[config.mk]
export PLATFORM = sky130hd
export DESIGN_NAME = axis_gate_sequencer
export DESIGN_NICKNAME = d
export VERILOG_FILES = /design/src/rtl/axis_gate_sequencer.sv
export SDC_FILE = /design/constraint.sdc
export NUM_CORES = 1
export LEC_CHECK = 0
export BUFFER_PORTS_ARGS = -buffer_cell sky130_fd_sc_hd__buf_2
export CORE_MARGIN = 3
export CORE_UTILIZATION = 50
export DETAILED_ROUTE_END_ITERATION = 12
export PLACE_DENSITY = 0.82
export SLEW_MARGIN = 20
export SYNTH_ARGS = -nofsm -noshare
export SYNTH_HDL_FRONTEND = slang
export SYNTH_SLANG_ARGS = --single-unit
[constraint.sdc]
create_clock -name aclk -period 6.97 [get_ports aclk]
set_clock_uncertainty 0.1 [all_clocks]
set_input_delay 0.3485 -clock aclk [delete_from_list [all_inputs] [get_ports aclk]]
set_output_delay 0.3485 -clock aclk [all_outputs]
set_load 0.01 [all_outputs]
[src/rtl/axis_gate_sequencer.sv]
// axis_gate_sequencer
// Walks a descriptor table held in an external BRAM and offers each entry on an
// AXI-Stream master port. Runs a programmable number of passes over the table
// (or runs endlessly) and stops cleanly when cfg_start is lowered.
// The BRAM address is driven from the next-state address, so it changes in the
// cycle that decides the next entry. With the 2-cycle read latency, this gives
// one descriptor every 3 cycles.
module axis_gate_sequencer #(
   parameter int BRAM_ADDR_WIDTH = 10,
   parameter int BRAM_DATA_WIDTH = 128
) (
   input  logic                       aclk,
   input  logic                       aresetn,
   input  logic                       cfg_start,
   input  logic [BRAM_ADDR_WIDTH-1:0] cfg_last,
   input  logic [15:0]                cfg_loops,
   output logic [BRAM_ADDR_WIDTH-1:0] sts_addr,
   output logic                       sts_busy,
   output logic                       bram_porta_clk,
   output logic                       bram_porta_rst,
   output logic [BRAM_ADDR_WIDTH-1:0] bram_porta_addr,
   input  logic [BRAM_DATA_WIDTH-1:0] bram_porta_rddata,
   output logic [BRAM_DATA_WIDTH-1:0] m_axis_tdata,
   output logic                       m_axis_tvalid,
   input  logic                       m_axis_tready
);

   typedef enum logic [1:0] {
      IDLE  = 2'd0,
      FETCH = 2'd1,
      SEND  = 2'd2,
      DRAIN = 2'd3
   } state_t;

   state_t                       state_q, state_d;
   logic                         start_q;
   logic                         armed_q;
   logic [BRAM_ADDR_WIDTH-1:0]   addr_q, addr_d;
   logic [BRAM_ADDR_WIDTH-1:0]   last_q, last_d;
   logic [15:0]                  pass_q, pass_d;
   logic [15:0]                  loops_q, loops_d;
   logic                         fcnt_q, fcnt_d;
   logic [BRAM_DATA_WIDTH-1:0]   tdata_q, tdata_d;

   logic                         start_rise;
   logic [15:0]                  pass_inc;

   // armed_q suppresses a spurious edge when cfg_start is already high at reset release
   assign start_rise = cfg_start & ~start_q & armed_q;
   assign pass_inc   = pass_q + 16'd1;

   // State and datapath registers; reset forces the idle, empty-output condition
   always_ff @(posedge aclk or negedge aresetn) begin
      if (!aresetn) begin
         state_q <= IDLE;
         start_q <= 1'b0;
         armed_q <= 1'b0;
         addr_q  <= '0;
         last_q  <= '0;
         pass_q  <= '0;
         loops_q <= '0;
         fcnt_q  <= 1'b0;
         tdata_q <= '0;
      end else begin
         state_q <= state_d;
         start_q <= cfg_start;
         armed_q <= 1'b1;
         addr_q  <= addr_d;
         last_q  <= last_d;
         pass_q  <= pass_d;
         loops_q <= loops_d;
         fcnt_q  <= fcnt_d;
         tdata_q <= tdata_d;
      end
   end

   // Next-state logic: start capture, fetch wait, handshake bookkeeping and stop handling
   always_comb begin
      state_d = state_q;
      addr_d  = addr_q;
      last_d  = last_q;
      pass_d  = pass_q;
      loops_d = loops_q;
      fcnt_d  = fcnt_q;
      tdata_d = tdata_q;
      case (state_q)
         IDLE: begin
            if (start_rise) begin
               last_d  = cfg_last;
               loops_d = cfg_loops;
               addr_d  = '0;
               pass_d  = '0;
               fcnt_d  = 1'b0;
               state_d = FETCH;
            end
         end
         FETCH: begin
            if (!cfg_start) begin
               // Abandon the read; nothing has been offered for this entry yet
               fcnt_d  = 1'b0;
               state_d = DRAIN;
            end else if (fcnt_q) begin
               tdata_d = bram_porta_rddata;
               fcnt_d  = 1'b0;
               state_d = SEND;
            end else begin
               fcnt_d  = 1'b1;
            end
         end
         SEND: begin
            // tvalid stays up regardless of cfg_start until the word is taken
            if (m_axis_tready) begin
               fcnt_d  = 1'b0;
               state_d = FETCH;
               if (addr_q == last_q) begin
                  addr_d = '0;
                  pass_d = pass_inc;
                  if ((loops_q != 16'd0) && (pass_inc == loops_q)) begin
                     state_d = IDLE;
                  end
               end else begin
                  addr_d = addr_q + BRAM_ADDR_WIDTH'(1);
               end
               if (!cfg_start) begin
                  state_d = DRAIN;
               end
            end
         end
         DRAIN: begin
            state_d = IDLE;
         end
         default: begin
            state_d = IDLE;
         end
      endcase
   end

   assign bram_porta_clk  = aclk;
   assign bram_porta_rst  = ~aresetn;
   assign bram_porta_addr = addr_d;
   assign sts_addr        = addr_q;
   assign sts_busy        = (state_q != IDLE);
   assign m_axis_tvalid   = (state_q == SEND);
   assign m_axis_tdata    = tdata_q;

endmodule
Yosys cells after proc, flatten, opt, wreduce, memory -nomap -nowiden
Index checks and enable logic that the tools add are counted.
{"block": "totals", "output_inout_bits": 152, "elab_cells": 56, "reg_bits": 185, "in_bits": 158}
{"block": "classes", "n_addsub": 2, "bitwise": 4, "n_eq_ne": 9, "muxes": 21, "n_reduce_logical": 11}
{"cell": "$mux 16", "count": 3}
{"cell": "$pmux 16 s2", "count": 1}
{"cell": "$mux 10", "count": 3}
{"cell": "$pmux 10 s2", "count": 1}
{"cell": "$add 16x1->16 const B", "count": 1}
{"cell": "$eq 16x16->1", "count": 1}
{"cell": "$reduce_bool 16->1", "count": 1}
{"cell": "$add 10x1->10 const B", "count": 1}
{"cell": "$eq 10x10->1", "count": 1}
{"cell": "$mux 2", "count": 5}
{"cell": "$reduce_and 3->1", "count": 3}
{"cell": "$pmux 2 s4", "count": 1}
{"cell": "$mux 1", "count": 6}
{"cell": "$eq 2x2->1 const B", "count": 2}
{"cell": "$ne 2x1->1 const B", "count": 2}
{"cell": "$reduce_and 4->1", "count": 1}
{"cell": "$reduce_bool 2->1", "count": 2}
{"cell": "$ne 3x3->1 const B", "count": 1}
{"cell": "$pmux 1 s3", "count": 1}
{"cell": "$reduce_bool 3->1", "count": 1}
{"cell": "$and 1x1->1", "count": 2}
{"cell": "$eq 2x1->1 const B", "count": 1}
{"cell": "$logic_not 2->1", "count": 1}
{"cell": "$ne 2x2->1 const B", "count": 1}
{"cell": "other kinds (3)", "count": 4}

Logic depth before layout (Yosys ltp)
Gate-level depths: netlist of the first run.
{"block": "logic_depth", "ltp_word": 8, "depth_mapped": 10, "ltp_nobuf": 8}

==> metrics.md, run 1 <==
| Metric | Value |
|---|---|
| RSZ-0062 raised after global routing | no |
| Worst EP required | 6520 ps |
| Worst Setup Path Type | clk -> out |
| Post-Syn Instances | 604 |
| Setup tns final | 0 ps |
| Die Area | 17420 sq um |
| Fin. Hold Viols | 0 |
| PwrDens | 400.8 nW/um^2 |
| Vias/cell | 5.379 |
| Initial antenna violation count | 0 |
| Crit path max-delay cell type | clkbuf_16 |
| I/O pins | 310 |
| GP Congestion | 0.8614 |
| Ranking of synthesized cells by area | dfrtp_1 (58%), mux2_2 (22%), xnor2_1 (2.1%) |
| Metal1 wirelength | 9602 microns |
| Die height | 132.0 microns |
| Layout cells sized above 1 | 47.25% |
| Largest net degree at the start of global routing | 83 |
| Hold path depth | 3 |
| Synth area leader | dfrtp_1 |
| CP max stage delay | 130 ps |
| Most used cell, CP | clkbuf_16 |
| Async set-reset flop share out of synthesis | 100.0% |
| Critical Path AT | 3860 ps |
| Setup Buffers After CTS | 0 |
| Final Max Tran Viols | 0 |
| Worst-path clk slew | 70 ps |
| Internal | 3.033 mW |
| Die width | 132.0 microns |
| Top_reg_cell synth | dfrtp_1 |
| Global-route wire length before repair | 41030 microns |
| Leakage power | 5.787 nW |
| HPWL Detailed | 15050 microns |
| Grt total ovfl | 0 |
| Slew @ Worst Pin | 1065 ps |
| Skew-Pair Late Insertion Delay | 540 ps |
| Register-to-Register Path Depth | 7 |
| CP Launch Type | clock port |
| Iteration-0 DRC Markers | 351 |
| Crit-path cells | clkbuf_16 > clkbuf_16 > buf_2 |
| Row cnt | 45 |
| Vias in the first global route | 7454 |
| GRT Util Overall | 30.21% |
| DR top layer | met4 |
| CP endpoint kind | output port |
| Register area share after synthesis | 58.33% |
| DR WL/cell | 20.79 microns |
| Met3 WL | 1628 microns |
| Finished Layout Cells | 1284 |
| Vias | 6907 |
| Number of port buffers | 309 |
| Antenna viol nets, final | 0 |
| Synth top area share | 58.33% |
| Synthesis-to-layout area growth | 49.68% |
| TritonRoute pass-1 iters | 5 |
| Net Count, Synth | 767 |
| Metal2 WL | 14150 microns |
| CORE AREA | 15370 sq um |
| CP max FO | 2 |
| Detailed Route WL | 26690 microns |
| VDD IR max | 0.2576 mV |
| HP Class | in -> reg |
| Netlist cell types | 48 |
| Placed Instances | 1093 |
| Slew margin rel. | 28.98% |
| Starting Density | 51.63% |
| Setup violations, final | 0 |
| Number of enable flip-flop cells after synthesis | 0 |
| Ant diodes | 0 |
| Clock power share | 22.8% |
| Seq pwr share | 40.4% |
| Syn_area_per_cell | 13.14 sq um |
| Logic pwr share | 36.9% |
| CTS tree | yes |
| Synthesized area | 7936 sq um |
| Synth warn | 0 |
| Drt drc | 0 |
| NumNets Final | 1223 |
| Sw frac | 36.30% |
| Synthesized flop and latch total | 185 |
| Outcome | completed |
| Switching Power | 1.728 mW |
| Max Cap Violations | 0 |
-- repair_timing --
item,4_1_cts,5_1_grt
resized for setup,0,0
hold buffers,155,1
hold endpoints to repair,206,1
-- power by group through the flow --
| stage | clock network [mW] | logic (mW) | registers, mW |
|---|---|---|---|
| after global routing | 1.14 | 1.87 | 1.97 |
| after floorplan | 0.0118 | 0.801 | 1.99 |
| after CTS | 1.09 | 1.70 | 1.86 |
| after global placement | 0.00867 | 1.57 | 1.84 |
| final | 1.08 | 1.76 | 1.92 |
| after detailed placement | 0.00867 | 1.61 | 1.87 |
-- layout make-up --
class / instances / area (sq um)
clock buffers: 22 / 509.2
multi-input cells: 375 / 3143
repair buffers: 467 / 3136
fillers: 912 / 3492
flip-flops and latches: 185 / 4629
well taps: 211 / 264.0
clock inverters: 14 / 160.2
inverters: 10 / 37.54
-- through the flow --
step                power, mW  utilization [%]  hold WS, ps  setup WS, ps  cell area (sq um)
global placement        3.423            62.78        244.5          2922               9649
floorplan               2.804                -       -47.09          2917               7936
global route            4.982            77.28        178.5          2652              11880
CTS                     4.642            77.19        1.316          2655              11870
detailed placement      3.496            62.78        234.4          2922               9649
finish                  4.761            77.28        198.7          2657              11880
-- state kept, by name, summed over array words and instances (netlist names) --
signal        count
m_axis_tdata    128
loops_q          16
pass_q           16
last_q           10
sts_addr         10
state_q           2
armed_q           1
fcnt_q            1
start_q           1
-- logic make-up after synthesis --
kind of cell | after synthesis | share of synthesized area [%]
flops | 185 | 58.33
mux | 157 | 22.24
xor+xnor | 35 | 3.862
simple gates | 121 | 7.725
fa+ha+maj | 5 | 0.7883
other cells | 1 | 0.04725
buf+inv | 44 | 2.223
compound gates | 56 | 4.777
-- layer usage --
metal  GRT usage [%]  vias up
li1                -     3047
met3           7.061       92
met4           15.17        0
met1           34.05     3420
met5               0        -
met2           53.65      348
-- cell usage in the layout, fill, tap and decap left out, types with 5 or more instances in the layout --
| cell type | n |
|---|---|
| dlygate4sd3_1 | 156 |
| o21ai_0 | 13 |
| nand2_1 | 42 |
| nand3_1 | 15 |
| clkbuf_16 | 20 |
| nor4_1 | 13 |
| dfrtp_1 | 185 |
| ha_1 | 5 |
| mux2_2 | 155 |
| inv_6 | 6 |
| xor2_1 | 16 |
| a31oi_1 | 9 |
| nor3_1 | 6 |
| a21oi_1 | 10 |
| xnor2_1 | 19 |
| nor2_1 | 13 |
| nand2b_1 | 5 |
| a22o_1 | 5 |
| inv_1 | 10 |
| buf_2 | 308 |
| o221ai_1 | 6 |
| nand3b_1 | 5 |
| nand4_1 | 5 |
-- cell usage after synthesis, drive strengths merged (3+ instances only) --
| cell type | count |
|---|---|
| xnor2 | 19 |
| dfrtp | 185 |
| xor2 | 16 |
| a22o | 5 |
| nand2b | 5 |
| and3 | 3 |
| nor4 | 13 |
| nand4 | 5 |
| or2 | 4 |
| nand3 | 16 |
| nor3 | 6 |
| nand2 | 42 |
| o21ai | 14 |
| nand3b | 5 |
| a31oi | 9 |
| a21oi | 10 |
| ha | 5 |
| clkbuf | 28 |
| mux2 | 155 |
| nor2 | 13 |
| inv | 10 |
| buf | 6 |
| o221ai | 6 |
-- final timing paths --
check / from / slack [ps] / endpoint
worst max-delay path: aclk / 2660 / bram_porta_clk
worst max register to register: state_q[0] / 3190 / pass_q[13]
max in group asynchronous: aresetn / 5440 / m_axis_tdata[126]
min in group asynchronous: aresetn / 230 / loops_q[6]
worst min-delay path: m_axis_tready / 200 / sts_addr[2]
worst min register to register: m_axis_tdata[122] / 400 / m_axis_tdata[122]
-- critical path: cells and delay by family --
| kind | cells | cell delay (ps) |
|---|---|---|
| buffers and inverters | 3 | 380 |
No activity file was read; power rests on OpenSTA's default activity.
==> run 2, diff against run 1 <==
--- a/config.mk
+++ b/config.mk
@@ -7,9 +7,9 @@
 export LEC_CHECK = 0
 export BUFFER_PORTS_ARGS = -buffer_cell sky130_fd_sc_hd__buf_2
 export CORE_MARGIN = 3
-export CORE_UTILIZATION = 50
+export CORE_UTILIZATION = 44
 export DETAILED_ROUTE_END_ITERATION = 12
-export PLACE_DENSITY = 0.82
+export PLACE_DENSITY = 0.76
 export SLEW_MARGIN = 20
 export SYNTH_ARGS = -nofsm -noshare
 export SYNTH_HDL_FRONTEND = slang
==> constraint.sdc (replaced) <==
create_clock -name aclk -period 3.7 [get_ports aclk]
set_clock_uncertainty 0.1 [all_clocks]
set_input_delay 0.185 -clock aclk [delete_from_list [all_inputs] [get_ports aclk]]
set_output_delay 0.185 -clock aclk [all_outputs]
set_load 0.01 [all_outputs]
==> metrics.md, run 2 (synthesis gave the netlist of run 1 again) <==
| Metric | Value |
|---|---|
| Outcome | completed |
| Peak Freq | 312.5 MHz |
| Commonest non-fill, non-tap cell in the layout | buf_2 |
| Final Util | 68.62% |
| Worst-path clk slew | 70 ps |
| Leakage power | 5.841 nW |
| DP Area | 9732 sq um |
| R2R Setup Slk | 820 ps |
| Detailed Route WL | 24940 microns |
| Period utilization | 86.48% |
| CP Launch Type | flop |
| CP max FO | 29 |
| CTS tree | yes |
| Most used cell, CP | inv_1 |
| Setup violations, final | 0 |
| Max reg flops | 128 |
| Antenna viol nets, final | 0 |
| Crit-path cells | inv_1 > ha_1 > inv_1 > or2_2 > o21ai_1 > a31oi_1 > buf_2 |
| Worst EP required | 3410 ps |
| Critical Path AT | 2910 ps |
| Die width | 140.3 microns |
| # fillers | 1187 |
| Global-route wire length before repair | 39370 microns |
| I/O pins | 310 |
| Top delay family on crit path | compound AO/OA/AOI/OAI gates |
| NumNets Final | 1229 |
| Vias/cell | 5.169 |
| CP max stage delay | 610 ps |
| Fin. Hold Viols | 0 |
| Worst Setup Path Type | reg -> out |
| Starting Density | 45.41% |
| VDD IR max | 0.4884 mV |
| TritonRoute pass-1 iters | 5 |
| Row cnt | 48 |
| Vias in the first global route | 7260 |
| Max Cap Violations | 0 |
| Commonest cells after routing, fill and taps aside | buf_2 (308), dfrtp_1 (185), dlygate4sd3_1 (157) |
| Synthesis-to-layout area growth | 51.11% |
| Die height | 140.3 microns |
| GRT Util Overall | 25.46% |
| Initial antenna violation count | 1 |
| RSZ-0062 raised after global routing | no |
| Final Max Tran Viols | 0 |
| Crit path max-delay cell type | or2_2 |
| Drt drc | 0 |
| Slew margin rel. | 52.86% |
| Number of port buffers | 309 |
| Largest net degree at the start of global routing | 82 |
| CORE AREA | 17480 sq um |
| CP endpoint kind | output port |
| Iteration-0 DRC Markers | 338 |
| Hold slack | 104.3 ps |
| Slew @ Worst Pin | 707.0 ps |
| Min Clock Period, post-route | 3200 ps |
| Placed Instances | 1112 |
| HPWL Detailed | 15490 microns |
| Finished Layout Cells | 1305 |
| Grt total ovfl | 0 |
| Post-CTS Resized | 0 |
| Worst path bufs/invs | 3 |
| PwrDens | 739.8 nW/um^2 |
| GP Congestion | 0.8376 |
| HP Class | in -> async |
| Die Area | 19680 sq um |
| Layout cells sized above 1 | 47.54% |
| Setup tns final | 0 ps |
| Post-route cell area | 11990 sq um |
| Vias | 6746 |
| Skew-Pair Late Insertion Delay | 550 ps |
| DR WL/cell | 19.11 microns |
==> run 2: cell types whose count changed in the layout (fill, tap and decap cells not counted), sizes merged <==
cell / change
buf: +4
bufinv: -2
clkbuf: +1
clkinv: +5
clkinvlp: -3
diode: +1
dlygate4sd3: +1
==> run 2: final timing paths <==
check | start | endpoint | cells after the start
worst max-delay path | state_q[0] | bram_porta_addr[2] | 7
worst min-delay path | aresetn | pass_q[9] | 2
worst max register to register | state_q[0] | pass_q[3] | 8
worst min register to register | m_axis_tdata[83] | m_axis_tdata[83] | 1
max in group asynchronous | aresetn | m_axis_tdata[17] | 3
min in group aclk | bram_porta_rddata[14] | m_axis_tdata[14] | 3
==> run 2: final cells by class <==
type	count	area, sq um	area share (%)
clock buffers	22	519.2	4.330
clock inverters	14	172.7	1.440
well taps	225	281.5	2.347
multi-input cells	375	3143	26.21
flip-flops and latches	185	4629	38.60
inverters	10	37.54	0.3130
diodes	1	2.502	0.02087
repair buffers	473	3207	26.74
==> run 2: timing repair <==
| action | CTS | global route |
|---|---|---|
| buffers inserted | 0 | 0 |
| hold endpoints to repair | 233 | 0 |
| hold buffers | 157 | 0 |
==> run 2: report_power, final <==
part / leakage (nW) / internal, mW / switching [mW] / total [mW]
logic: 3.21 / 1.65 / 1.63 / 3.28
clock network: 0.338 / 1.08 / 0.952 / 2.03
registers: 2.30 / 2.92 / 0.645 / 3.56
total: 5.84 / 5.65 / 3.22 / 8.87
==> run 2: through the flow <==
stage	power, mW	worst slack, ps
2_1_floorplan	5.283	1328
3_3_place_gp	6.509	904.4
3_5_place_dp	6.629	846.0
4_1_cts	8.788	522.6
5_1_grt	9.345	247.7
6_report	8.872	500.2
==> run 2: routing by layer <==
| layer | vias up | wire length, microns | track usage [%] |
|---|---|---|---|
| met5 | - | 0 | 0 |
| met4 | 0 | 1142 | 13.21 |
| met3 | 67 | 1525 | 6.043 |
| met2 | 299 | 12870 | 44.08 |
| met1 | 3291 | 9405 | 29.34 |
| li1 | 3089 | - | - |
